===== config.mk =====
export PLATFORM = sky130hd
export DESIGN_NAME = io_shift_buffer
export DESIGN_NICKNAME = d
export VERILOG_FILES = /design/src/rtl/io_shift_buffer.sv
export SDC_FILE = /design/constraint.sdc
export NUM_CORES = 1
export LEC_CHECK = 0
export CAP_MARGIN = 20
export CORE_MARGIN = 5
export CORE_UTILIZATION = 25
export DETAILED_ROUTE_END_ITERATION = 8
export SLEW_MARGIN = 25
export SYNTH_ARGS = -nofsm -noshare
export SYNTH_HDL_FRONTEND = slang
export SYNTH_SLANG_ARGS = --single-unit

===== constraint.sdc =====
create_clock -name clk -period 2.3 [get_ports clk]
set_input_delay 0.575 -clock clk [delete_from_list [all_inputs] [get_ports clk]]
set_output_delay 0.575 -clock clk [all_outputs]
set_load 0.005 [all_outputs]

===== src/rtl/io_shift_buffer.sv =====
// Bidirectional narrow<->wide shift buffer: deserialises FACTOR chunks into a word, or serialises a word into chunks.
// Optional macro IO_SHIFT_BUFFER_CHAINED_EN removes the idle cycle between back-to-back words.
module io_shift_buffer #(
  parameter  int DATA_W = 32,
  parameter  int REG_W  = 256,
  localparam int FACTOR = REG_W / DATA_W,
  localparam int CNT_W  = $clog2(FACTOR + 1)
) (
  input  logic              clk,
  input  logic              rst,
  input  logic              mode,
  input  logic [DATA_W-1:0] in_data,
  input  logic              in_valid,
  output logic              in_ready,
  output logic [REG_W-1:0]  reg_data,
  output logic              reg_valid,
  input  logic              reg_ready,
  input  logic [REG_W-1:0]  par_data,
  input  logic              par_valid,
  output logic              par_ready,
  output logic [DATA_W-1:0] out_data,
  output logic              out_valid,
  input  logic              out_ready,
  output logic [CNT_W-1:0]  count,
  output logic              busy
);

  generate
    if ((REG_W % DATA_W) != 0 || FACTOR < 2) begin : g_bad_params
      $error("io_shift_buffer: REG_W must be a multiple of DATA_W with at least two chunks");
    end
  endgenerate

  typedef enum logic [1:0] {IDLE, FILL, FULL, DRAIN} state_e;

  localparam logic [CNT_W-1:0] CNT_FULL = CNT_W'(FACTOR);
  localparam logic [CNT_W-1:0] CNT_ONE  = CNT_W'(1);

  state_e             state_q, state_d;
  logic [CNT_W-1:0]   count_q, count_d;
  logic [REG_W-1:0]   reg_q, reg_d;

  logic               in_fire, par_fire, reg_fire, out_fire;
  logic [REG_W-1:0]   shift_in, shift_out;

  // Chunks enter at the bottom and move up, so the first chunk ends in the top slice;
  // draining from the top slice therefore reproduces the original word on a round trip.
  assign shift_in  = {reg_q[REG_W-DATA_W-1:0], in_data};
  assign shift_out = {reg_q[REG_W-DATA_W-1:0], {DATA_W{1'b0}}};

  assign in_fire  = in_valid  & in_ready;
  assign par_fire = par_valid & par_ready;
  assign reg_fire = reg_valid & reg_ready;
  assign out_fire = out_valid & out_ready;

  always_ff @(posedge clk or negedge rst) begin
    if (!rst) begin
      state_q <= IDLE;
      count_q <= '0;
      reg_q   <= '0;
    end else begin
      state_q <= state_d;
      count_q <= count_d;
      reg_q   <= reg_d;
    end
  end

  always_comb begin
    state_d = state_q;
    count_d = count_q;
    reg_d   = reg_q;
    case (state_q)
      IDLE: begin
        if (in_fire) begin
          reg_d   = shift_in;
          count_d = CNT_ONE;
          state_d = FILL;
        end else if (par_fire) begin
          reg_d   = par_data;
          count_d = CNT_FULL;
          state_d = DRAIN;
        end
      end
      FILL: begin
        if (in_fire) begin
          reg_d   = shift_in;
          count_d = count_q + CNT_ONE;
          if (count_q == CNT_FULL - CNT_ONE) begin
            state_d = FULL;
          end
        end
      end
      FULL: begin
        if (reg_fire) begin
          count_d = '0;
          state_d = IDLE;
`ifdef IO_SHIFT_BUFFER_CHAINED_EN
          if (in_fire) begin
            reg_d   = shift_in;
            count_d = CNT_ONE;
            state_d = FILL;
          end
`endif
        end
      end
      DRAIN: begin
        if (out_fire) begin
          reg_d   = shift_out;
          count_d = count_q - CNT_ONE;
          if (count_q == CNT_ONE) begin
            state_d = IDLE;
          end
`ifdef IO_SHIFT_BUFFER_CHAINED_EN
          if (par_fire) begin
            reg_d   = par_data;
            count_d = CNT_FULL;
            state_d = DRAIN;
          end
`endif
        end
      end
      default: begin
        state_d = IDLE;
      end
    endcase
  end

  always_comb begin
    in_ready  = 1'b0;
    par_ready = 1'b0;
    reg_valid = 1'b0;
    out_valid = 1'b0;
    case (state_q)
      IDLE: begin
        in_ready  = ~mode;
        par_ready = mode;
      end
      FILL: begin
        in_ready = 1'b1;
      end
      FULL: begin
        reg_valid = 1'b1;
`ifdef IO_SHIFT_BUFFER_CHAINED_EN
        in_ready  = reg_ready;
`endif
      end
      DRAIN: begin
        out_valid = 1'b1;
`ifdef IO_SHIFT_BUFFER_CHAINED_EN
        par_ready = (count_q == CNT_ONE) & out_ready;
`endif
      end
      default: begin
        in_ready = 1'b0;
      end
    endcase
  end

  assign busy     = (state_q != IDLE);
  assign count    = count_q;
  assign reg_data = reg_q;
  assign out_data = reg_q[REG_W-DATA_W +: DATA_W];

endmodule


== Word level (Yosys, flattened, before mapping) ==
Cells that the tools add are included.

* Register bits after elaboration: 262
* Input port bits: 295
* Output and inout port bits: 297
* Logic and storage cells: 50

* $add $sub $neg: 2
* Eq/ne operators: 11
* Mux-type cells: 23
* Bitwise gates (word level): 5
* Reductions and logical operators: 6

{| class="wikitable"
|+ Operators with widths
! operator !! number
|-
| $mux W256 || 4
|-
| $pmux W256 S3 || 1
|-
| $mux W4 || 5
|-
| $pmux W4 S4 || 1
|-
| $mux W2 || 7
|-
| $ne A2 B2 Y1 const B || 5
|-
| $pmux W2 S4 || 1
|-
| $reduce_and A4 Y1 || 2
|-
| $reduce_and A6 Y1 || 1
|-
| $add A4 B1 Y4 const B || 1
|-
| $and A1 B1 Y1 || 4
|-
| $eq A2 B2 Y1 const B || 2
|-
| $eq A4 B1 Y1 const B || 1
|-
| $eq A4 B3 Y1 const B || 1
|-
| $sub A4 B1 Y4 const B || 1
|-
| $mux W1 || 3
|-
| $ne A3 B3 Y1 const B || 1
|-
| $reduce_bool A3 Y1 || 1
|-
| $eq A2 B1 Y1 const B || 1
|-
| $logic_not A2 Y1 || 1
|-
| $pmux W1 S2 || 1
|-
| $reduce_bool A2 Y1 || 1
|-
| $not A1 Y1 || 1
|}

== Logic depth before layout (Yosys ltp) ==
Gate-level depths: netlist (run 1).

* Word-level depth: 6
* Gate-level depth with buffers: 7
* Gate-level depth less buffers: 6

== Least setup slack after synthesis (run 1) ==
OpenSTA, ideal clock, no wires.

* Kind: input to register
* Start point: input port in_valid
* End point: register reg_q[216] (netlist: reg_data[216])
* Library setup time: 125 ps
* Data arrival time: 1829 ps
* Data required time: 2175 ps
* Slack: 346 ps
* Stages on the path: 6
* Path buffers: 2
* Cells stage by stage: nor2b_4 > a21oi_4 > buf_12 > buf_12 > mux2_4 > mux2_4

* Longest elaborated chain between the ends: 3
* Elaborated cells between the ends (all ways): 6
* Classes of those cells: eq/ne: 2; mux: 2; bitwise: 1; reduce/logical: 1

{| class="wikitable"
|+ RTL lines
! what !! line !! source
|-
| start: declaration || 13 || <nowiki>input logic in_valid,</nowiki>
|-
| $and A1 B1 Y1 (*) || 51 || <nowiki>assign in_fire = in_valid & in_ready;</nowiki>
|-
| $ne A3 B3 Y1 (no line) (tied with other cells) || - ||
|-
| $reduce_and A4 Y1 (no line) or $pmux W256 S3 (tied branches) || - ||
|-
| end signal: assignment || 64 || <nowiki>reg_q <= reg_d;</nowiki>
|-
| end: declaration || 41 || <nowiki>logic [REG_W-1:0] reg_q, reg_d;</nowiki>
|}

Every way passes the cells marked *; elsewhere a longest branch is shown, timed or not.
A chain may end at the register's enable or synchronous reset.

== Worst setup path after layout (run 1) ==
* Start point: register state_q[1]
* End point: output port busy

* Longest elaborated chain between the ends: 1

{| class="wikitable"
|+ RTL lines
! what !! line !! source
|-
| start: declaration || 39 || <nowiki>state_e state_q, state_d;</nowiki>
|-
| start signal: assignment || 62 || <nowiki>state_q <= state_d;</nowiki>
|-
| $reduce_bool A2 Y1 || 159 || <nowiki>assign busy = (state_q != IDLE);</nowiki>
|-
| end: declaration || 25 || <nowiki>output logic busy</nowiki>
|}

No other way between the ends.

==> results_dict.tcl, run 1 <==
set metrics [dict create \
    n_fill_cell 5740 \
    grt_pass1_vias 10940 \
    clk_pin_slew_ps 60 \
    p_per_area_nw_per_um2 1552 \
    initial_utilization_pct 25.35 \
    cpLargestDelayFamily "buffers and inverters" \
    synth.top_cell.area_share_pct 42.69 \
    status "finished, final reports clean" \
    path_cells "buf_4, or2_2, dlygate4sd2_1" \
    pre_cts_ws_ps -349.7 \
    yosysSeqAreaShare_pct 42.69 \
    fmax_ghz 0.4468 \
    rows 90 \
    crit_required_ps 1730 \
    synth_warnings 0 \
    finClkSkew_ps 14.01 \
    r2r_cells 6 \
    cp-start-kind "register" \
    placed_cell_area_sq_um 22090 \
    drc 0 \
    r2r_slack_ps 280 \
    regArea_sq_um 6565 \
    final_common_cell "clkdlybuf4s50_1" \
    critPathMaxStageDelay_ps 400 \
    p_leak_nw 10.34 \
    fin_crit_sh_pct 97.31 \
    cts_tree "done" \
    setup_ws_ps 61.83 \
    hp-class "reg2reg" \
    hold_viol 0 \
    layout-drive-gt1-share_pct 39.41 \
    worstHoldStart "reg_data[3]" \
    grt_max_degree 64 \
    die_y_microns 257.9 \
    ios 592 \
    r2r_end "reg_data[255]" \
    gp_congestion 0.8081 \
    setup_viol 0 \
    fin_tns_setup_ps 0 \
    wl_microns 49650 \
    rsz0062_at_grt "false" \
    final_nets 1841 \
    htreeDepth 2 \
    dp.final_hpwl_microns 39300 \
    endpoint_kind "primary output" \
    cts_buffers 34 \
    wl_per_cell_microns 21.15 \
    synth_cell_types 41 \
    hold_end "reg_data[3]" \
    timing.hold.ws_ps 522.8 \
    slew_viol_final 0 \
    worstSetupPathType "reg2out" \
    antenna_found_initial 3 \
    syn_nets 1225 \
    coreArea_sq_um 60580 \
    yosys-top-cells-area "dfrtp_1, mux2_4, mux2_2" \
    ys_ff_latch 262 \
    multiInputGateArea_sq_um 7692 \
    worst_pin_slew_ps 414.0 \
    die_w_microns 257.9 \
    maxSlewHeadroom_pct 72.40 \
    die_area_sq_um 66490 \
    syn_avg_cell_area_sq_um 16.57 \
    arrival_ps 1660 \
    worstReg2RegStart "state_q[0]" \
    firstDrtPassIters 6 \
    synthToLayoutAreaGrowth_pct 51.14 \
    design_area_sq_um 23210 \
    layout_common_cells "clkdlybuf4s50_1, mux2_4, dfrtp_1" \
    gr-total-overflow 0 \
    vias 9976 \
    synth.cell_area_sq_um 15360 \
    path_buf_inv 2 \
    synth_top_cell_by_area "dfrtp_1" \
    grt_pass1_wl_microns 73010 \
    whs_path_depth 1 \
    grtUsageTotal_pct 14.15 \
    cap_violations 0 \
    dr.first_iter.drc_count 383 \
    cp.depth 3 \
    clock-sinks 262 \
    fin_util_pct 38.32 \
    ant_nets 0 \
    clk_latency_ps 520 \
    io_buffer_count 591 \
    ir_drop_mv 0.5841 \
    period_minus_slack_ps 2238 \
    post_drt_via_cell_ratio 4.251 \
    crit_slowest_cell "dfrtp_1" \
    netlist_instances 927 \
    cts_root_buf "clkbuf_16" \
    clk_path_buf_depth 3 \
    cp_max_fo 6 \
]
-- power by group --
part | internal (mW) | switching (mW) | total, mW
registers | 6.99 | 2.38 | 9.36
clock network | 3.21 | 2.04 | 5.25
logic | 14.8 | 6.57 | 21.4
-- per-layer routing --
| layer | vias up | track usage [%] | part of all wire, % | wire length, microns |
|---|---|---|---|---|
| met3 | 49 | 3.204 | 5.0 | 2459 |
| met1 | 5061 | 17.43 | 41 | 20560 |
| met4 | 2 | 3.115 | 1.9 | 922 |
| met5 | - | 0 | 0.040 | 20 |
| li1 | 4582 | - | - | - |
| met2 | 282 | 25.38 | 52 | 25690 |
-- synth_stat cells, drive strengths merged --
cell type  number
and2            1
mux2i           2
a221o           1
a21o            1
nand2           5
nand3           3
buf            93
o31ai           1
a211oi          1
o21ai           6
nand3b          2
nor2b           3
nor3            2
a21oi           5
xor2            2
clkbuf          1
mux2          482
ha              3
xnor2           1
nor4bb          1
nor2            6
or2b            1
or2             1
inv             4
a31oi           2
a22o           32
nand2b          3
dfrtp         262
-- cell type report --
cell class	instances	share of cell area, %
multi-input combinational	567	33.14
timing repair buffer	674	29.59
sequential	262	28.28
clock buffer	51	4.474
tap	782	4.215
clock inverter	5	0.2156
inverter	4	0.06468
antenna	2	0.02156
-- worst register-to-register path: cells and delay by family (launching register included) --
family	cells	cell delay, ps
buffers and inverters	3	650
AOI/OAI and AO/OA	1	200
DFF	1	450
muxes	2	600
-- per-stage QoR --
step	cells	power (mW)
CTS	2345	36.63
finish	2347	36.02
detailed placement	2286	31.14
global placement	2286	30.84
floorplan	927	22.95
global route	2347	37.95
-- worst max-delay path by stage --
| stage | startpoint | end | slack, ps |
|---|---|---|---|
| finish | state_q[1] | busy | 60 |
| global route | state_q[0] | par_ready | 2 |
| CTS | reg_data[110] | reg_data[110] | 6 |
| detailed placement | in_valid | reg_data[216] | -350 |
| global placement | in_valid | reg_data[25] | -370 |
| floorplan | in_valid | reg_data[216] | 350 |
-- cells by family after synthesis --
logic type,synth area share [%]
flops,42.69
fa+ha+maj,0.2444
mux,45.88
compound gates,2.680
buf+inv,7.299
simple gates,1.035
xor+xnor,0.1711
-- timing repair --
item	in CTS	in global routing
hold buffers	1	0
endpoints found under the setup margin	7	6
endpoints found under the hold margin	34	0
setup buffers	2	0
gates resized for setup	7	5
-- state kept, by name (all words and copies together), names as in the netlist --
register,count
count,4
reg_data,256
state_q,2
Power figures use the tool's default switching activity.
==> run 2: changes to the inputs <==
--- a/config.mk
+++ b/config.mk
@@ -9,6 +9,7 @@
 export CORE_MARGIN = 5
 export CORE_UTILIZATION = 25
 export DETAILED_ROUTE_END_ITERATION = 8
+export DONT_BUFFER_PORTS = 1
 export SLEW_MARGIN = 25
 export SYNTH_ARGS = -nofsm -noshare
 export SYNTH_HDL_FRONTEND = slang
==> run 2 against run 1 <==
- the run now ends with hold timing left
- combinational power is 31% lower
- critical path depth decreased by 1
- first-iteration DRC count is 3.1% lower
- largest cell class unchanged
- critical path type unchanged
- setup slack improved by 58 ps
- power is 17% lower
- design area is 27% lower
- clock power is 7.2% lower
- utilization shrank 11 points
- highest routed layer is now met4
- count of clock-buffer cells in the layout fell by 3
- final cell count down 27%
- sequential share of layout area up 11 points
==> results_dict.tcl, run 2 (synthesis gave the netlist of run 1 again) <==
set metrics [dict create \
    status "finished with violations" \
    crit_slowest_cell "dfrtp_2" \
    period_minus_slack_ps 2180 \
    layout-drive-gt1-share_pct 61.63 \
    layout_common_cells "mux2_4, dfrtp_1, mux2_2" \
    clock-sinks 262 \
    r2r_cells 6 \
    largest_reg_flops 256 \
    hold_viol 262 \
    multiInputGateArea_sq_um 7692 \
    finClkSkew_ps 16.12 \
    rsz0062_at_grt "false" \
    worst_pin_slew_ps 635.1 \
    grtUsageTotal_pct 11.61 \
    arrival_ps 1610 \
    timing.hold.ws_ps -294.0 \
    grt_util_met3_pct 2.941 \
    design_area_sq_um 16840 \
    fin_tns_setup_ps 0 \
    firstDrtPassIters 4 \
    p_leak_nw 7.818 \
    crit_required_ps 1730 \
    post_drt_via_cell_ratio 4.478 \
    postCtsSetupRepairBufs 0 \
    antenna_found_initial 3 \
    clk_path_buf_depth 3 \
    cts_buffers 30 \
    die_area_sq_um 66490 \
    p_per_area_nw_per_um2 1779 \
    htreeDepth 1 \
    clk_latency_ps 560 \
    worstSetupPathType "reg2out" \
    dp.final_hpwl_microns 32350 \
    coreArea_sq_um 60580 \
    final_common_cell "mux2_4" \
    ios 592 \
    wl_per_cell_microns 24.30 \
    final_nets 1210 \
    num_antenna_cells 0 \
    dpl.cell_count 1662 \
    io_buffer_count 0 \
    busiest_layer "met2" \
    regArea_sq_um 6558 \
    drc 0 \
    cpLargestDelayFamily "flip-flops" \
    fmax_ghz 0.4587 \
    placed_cell_area_sq_um 15820 \
    gr-total-overflow 0 \
    synthToLayoutAreaGrowth_pct 9.670 \
    cp-start-kind "register" \
    setup_viol 0 \
    grt_max_degree 263 \
    rows 90 \
    r2r_slack_ps 240 \
    path_buf_inv 1 \
    cts_tree "done" \
    critPathMaxStageDelay_ps 570 \
    vias 7680 \
    cts_root_buf "clkbuf_16" \
    die_w_microns 257.9 \
    grt_use_met1_pct 14.88 \
    fin_cells 1715 \
    n_fill_cell 6097 \
    gp_congestion 0.8318 \
    path_cells "inv_1, nor2_1" \
    dr.first_iter.drc_count 371 \
    cp_max_fo 16 \
    initial_utilization_pct 25.35 \
    wl_microns 41680 \
    maxSlewHeadroom_pct 57.66 \
    hp-class "in2async" \
    setup_ws_ps 119.8 \
    grt_pass1_vias 8428 \
    worstReg2RegStart "state_q[0]" \
    r2r_end "reg_data[21]" \
    violations "hold timing" \
    pre_cts_ws_ps 130.1 \
    fin_crit_sh_pct 94.79 \
    die_y_microns 257.9 \
    ant_nets 0 \
    grt_pass1_wl_microns 60530 \
    use_met2_pct 19.57 \
    startpoint "state_q[0]" \
    endpoint_kind "primary output" \
    cap_violations 0 \
    total_power_mw 29.96 \
    clk_pin_slew_ps 60 \
    ir_drop_mv 0.7356 \
    slew_viol_final 0 \
]
[run 2: changes by cell type in the layout (fill, tap and decap cells not counted), moves of 4 or more]
cell and delta:
clkdlybuf4s50_1 -585, buf_4 -27, buf_12 -8, clkbuf_8 +7, clkbuf_16 -6, dfrtp_1 +6, dfrtp_2 -6, clkbuf_1 -4
dlygate4sd2_1 -4
[run 2: worst max-delay path by stage]
stage	depth (start not counted)	slack, ps	endpoint
6_report	2	120	out_valid
5_1_grt	2	20	out_valid
4_1_cts	2	90	out_valid
3_5_place_dp	6	130	reg_data[55]
3_3_place_gp	6	170	reg_data[31]
2_1_floorplan	6	350	reg_data[216]
[run 2: layout make-up]
cell class,count,share of cell area [%]
flip-flops and latches,262,38.93
repair buffers,47,3.432
clock buffers,48,5.757
clock inverters,5,0.3120
well taps,782,5.809
multi-input cells,567,45.67
inverters,4,0.08914
[run 2: report_power, final]
group          internal [mW]  switching, mW  total (mW)  leakage, nW
clock                   2.96           1.91        4.87        0.506
sequential              6.96           3.38        10.3         3.23
combinational           10.1           4.67        14.7         4.08
[run 2: worst register-to-register path: stages, from the launching register on]
cell and delay, ps:
dfrtp_2 530, nor2b_2 190, a21oi_2 90, o21ai_4 210, buf_12 220, buf_12 310
mux2_1 390
[run 2: per-layer routing]
metal	wire (microns)	share of wire, %
met5	0	0
met1	17570	42
met3	2721	6.5
met2	20470	49
met4	913	2.2
[run 2: what timing repair did]
action / in CTS / in global routing
hold endpoints to repair: 262 / 262
resized for setup: 1 / 0
endpoints found under the setup margin: 1 / 0
[run 2: per-stage QoR]
step / util (%) / hold WS, ps
after floorplan: - / 279.4
after global placement: 26.11 / 286.3
after detailed placement: 26.11 / 285.7
after CTS: 27.80 / -343.3
after global routing: 27.80 / -336.4
final: 27.80 / -294.0
==> run 3: changes to the inputs <==
--- a/config.mk
+++ b/config.mk
@@ -6,9 +6,10 @@
 export NUM_CORES = 1
 export LEC_CHECK = 0
 export CAP_MARGIN = 20
-export CORE_MARGIN = 5
-export CORE_UTILIZATION = 25
+export CORE_AREA = 5 5 227 229
+export CTS_BUF_LIST = sky130_fd_sc_hd__clkbuf_4 sky130_fd_sc_hd__clkbuf_8
 export DETAILED_ROUTE_END_ITERATION = 8
+export DIE_AREA = 0 0 232 234
 export DONT_BUFFER_PORTS = 1
 export SLEW_MARGIN = 25
 export SYNTH_ARGS = -nofsm -noshare
==> run 3 against run 2 <==
- the run still ends with hold timing left
- global-route usage increased by 2.5 points
- sequential power about the same
- count of clock-buffer cells in the layout increased by 27
- maximum frequency increased by 3.8%
- critical path depth unchanged
- sequential share of layout area decreased by 0.30 points
- utilization increased by 6.5 points
- first-iteration DRC count decreased by 26%
==> results_dict.tcl, run 3 (synthesis gave the netlist of run 1 again) <==
set metrics [dict create \
    status "finished with violations" \
    violations "hold timing" \
    hp-class "in2async" \
    clock-sinks 262 \
    setup_ws_ps 198.9 \
    crit_required_ps 1730 \
    initial_utilization_pct 31.06 \
    dp.final_hpwl_microns 31450 \
    coreArea_sq_um 49450 \
    worst_pin_slew_ps 1342 \
    timing.hold.ws_ps -335.9 \
    fin_tns_setup_ps 0 \
    r2r_slack_ps 220 \
    layout_common_cells "mux2_4, dfrtp_1, clkbuf_8" \
    maxSlewHeadroom_pct 10.55 \
    grt_pass1_vias 8376 \
    grt_max_degree 263 \
    synthToLayoutAreaGrowth_pct 10.53 \
    wl_microns 40840 \
    drc 0 \
    firstDrtPassIters 4 \
    antenna_found_initial 2 \
    fmax_ghz 0.4760 \
    arrival_ps 1530 \
    cts_buffers 49 \
    rsz0062_at_grt "false" \
    vias 7695 \
    p_per_area_nw_per_um2 1799 \
    grtUsageTotal_pct 14.09 \
    die_y_microns 234 \
    final_common_cell "mux2_4" \
    cts_root_buf "clkbuf_8" \
    p_leak_nw 7.992 \
    layout-drive-gt1-share_pct 64.02 \
    clk_path_buf_depth 3 \
    cp_max_fo 5 \
    rows 82 \
    die_w_microns 232 \
    endpoint_kind "primary output" \
    clk_pin_slew_ps 70 \
    die_area_sq_um 54290 \
    cts_tree "done" \
    r2r_end "reg_data[115]" \
    clk_latency_ps 600 \
    wl_per_cell_microns 24.69 \
    post_drt_via_cell_ratio 4.652 \
    cp-start-kind "register" \
    hold_viol 262 \
    ir_drop_mv 0.7385 \
    final_nets 1242 \
    setup_viol 0 \
    ios 592 \
    cap_violations 0 \
    ant_nets 0 \
    gp_congestion 0.7941 \
    dr.first_iter.drc_count 276 \
    finClkSkew_ps 19.13 \
    r2r_cells 6 \
    htreeDepth 2 \
    grt_pass1_wl_microns 58370 \
    period_minus_slack_ps 2101 \
    worstSetupPathType "reg2out" \
    fin_crit_sh_pct 91.35 \
    gr-total-overflow 0 \
    worstReg2RegStart "state_q[1]" \
    pre_cts_ws_ps 148.2 \
    slew_viol_final 0 \
    largest_reg_flops 256 \
    io_buffer_count 0 \
]
-- run 3: cell count changes in the layout (fill, tap and decap cells not counted), moves of 3 or more --
cell       change
clkbuf_4      +12
clkbuf_1       -4
clkinv_2       +3
bufinv_16      +4
buf_12         +3
buf_4         +10
clkbuf_8      +50
clkbuf_16     -31
-- run 3: metal layers --
metal / vias to the layer above / track usage, % / wire length [microns]
li1: 3390 / - / -
met4: 0 / 4.911 / 1086
met5: - / 0 / 0
met1: 3903 / 17.67 / 16510
met2: 329 / 23.14 / 20220
met3: 73 / 4.359 / 3034
-- run 3: worst max path at each step --
stage / startpoint / to / slack [ps]
after floorplan: in_valid / reg_data[216] / 350
after global placement: in_valid / reg_data[63] / 170
after detailed placement: in_valid / reg_data[53] / 150
after CTS: state_q[0] / out_valid / 20
after global routing: state_q[0] / par_ready / 110
final: state_q[0] / busy / 200
-- run 3: final cells by class --
type,instances,area [sq um]
clock inverter,13,195.2
antenna,1,2.502
multi-input combinational,567,7695
inverter,4,15.01
clock buffer,75,957.2
tap,672,840.8
timing repair buffer,60,713.2
sequential,262,6558
fill,4798,32480
-- run 3: stage by stage --
stage / area (sq um) / std cells / util, % / total power, mW
floorplan: 15360 / 927 / - / 22.95
global placement: 15790 / 1561 / 31.92 / 25.13
detailed placement: 15790 / 1561 / 31.92 / 25.49
CTS: 16940 / 1649 / 34.26 / 30.92
global route: 16980 / 1654 / 34.33 / 32.21
finish: 16980 / 1654 / 34.33 / 30.54
-- run 3: repair_timing --
action | in CTS | in global routing
buffers inserted | 0 | 4
hold endpoints to repair | 262 | 262
resized for setup | 2 | 0
endpoints found under the setup margin | 1 | 1
-- run 3: power breakdown --
part / total, mW / switching, mW / internal (mW)
registers: 10.3 / 3.32 / 6.96
clock network: 5.27 / 2.07 / 3.21
logic: 15.0 / 4.70 / 10.3
-- run 3: worst max-delay path: stages, from the launching register on --
cell	delay (ps)
dfrtp_2	440
buf_4	160
or2_2	330
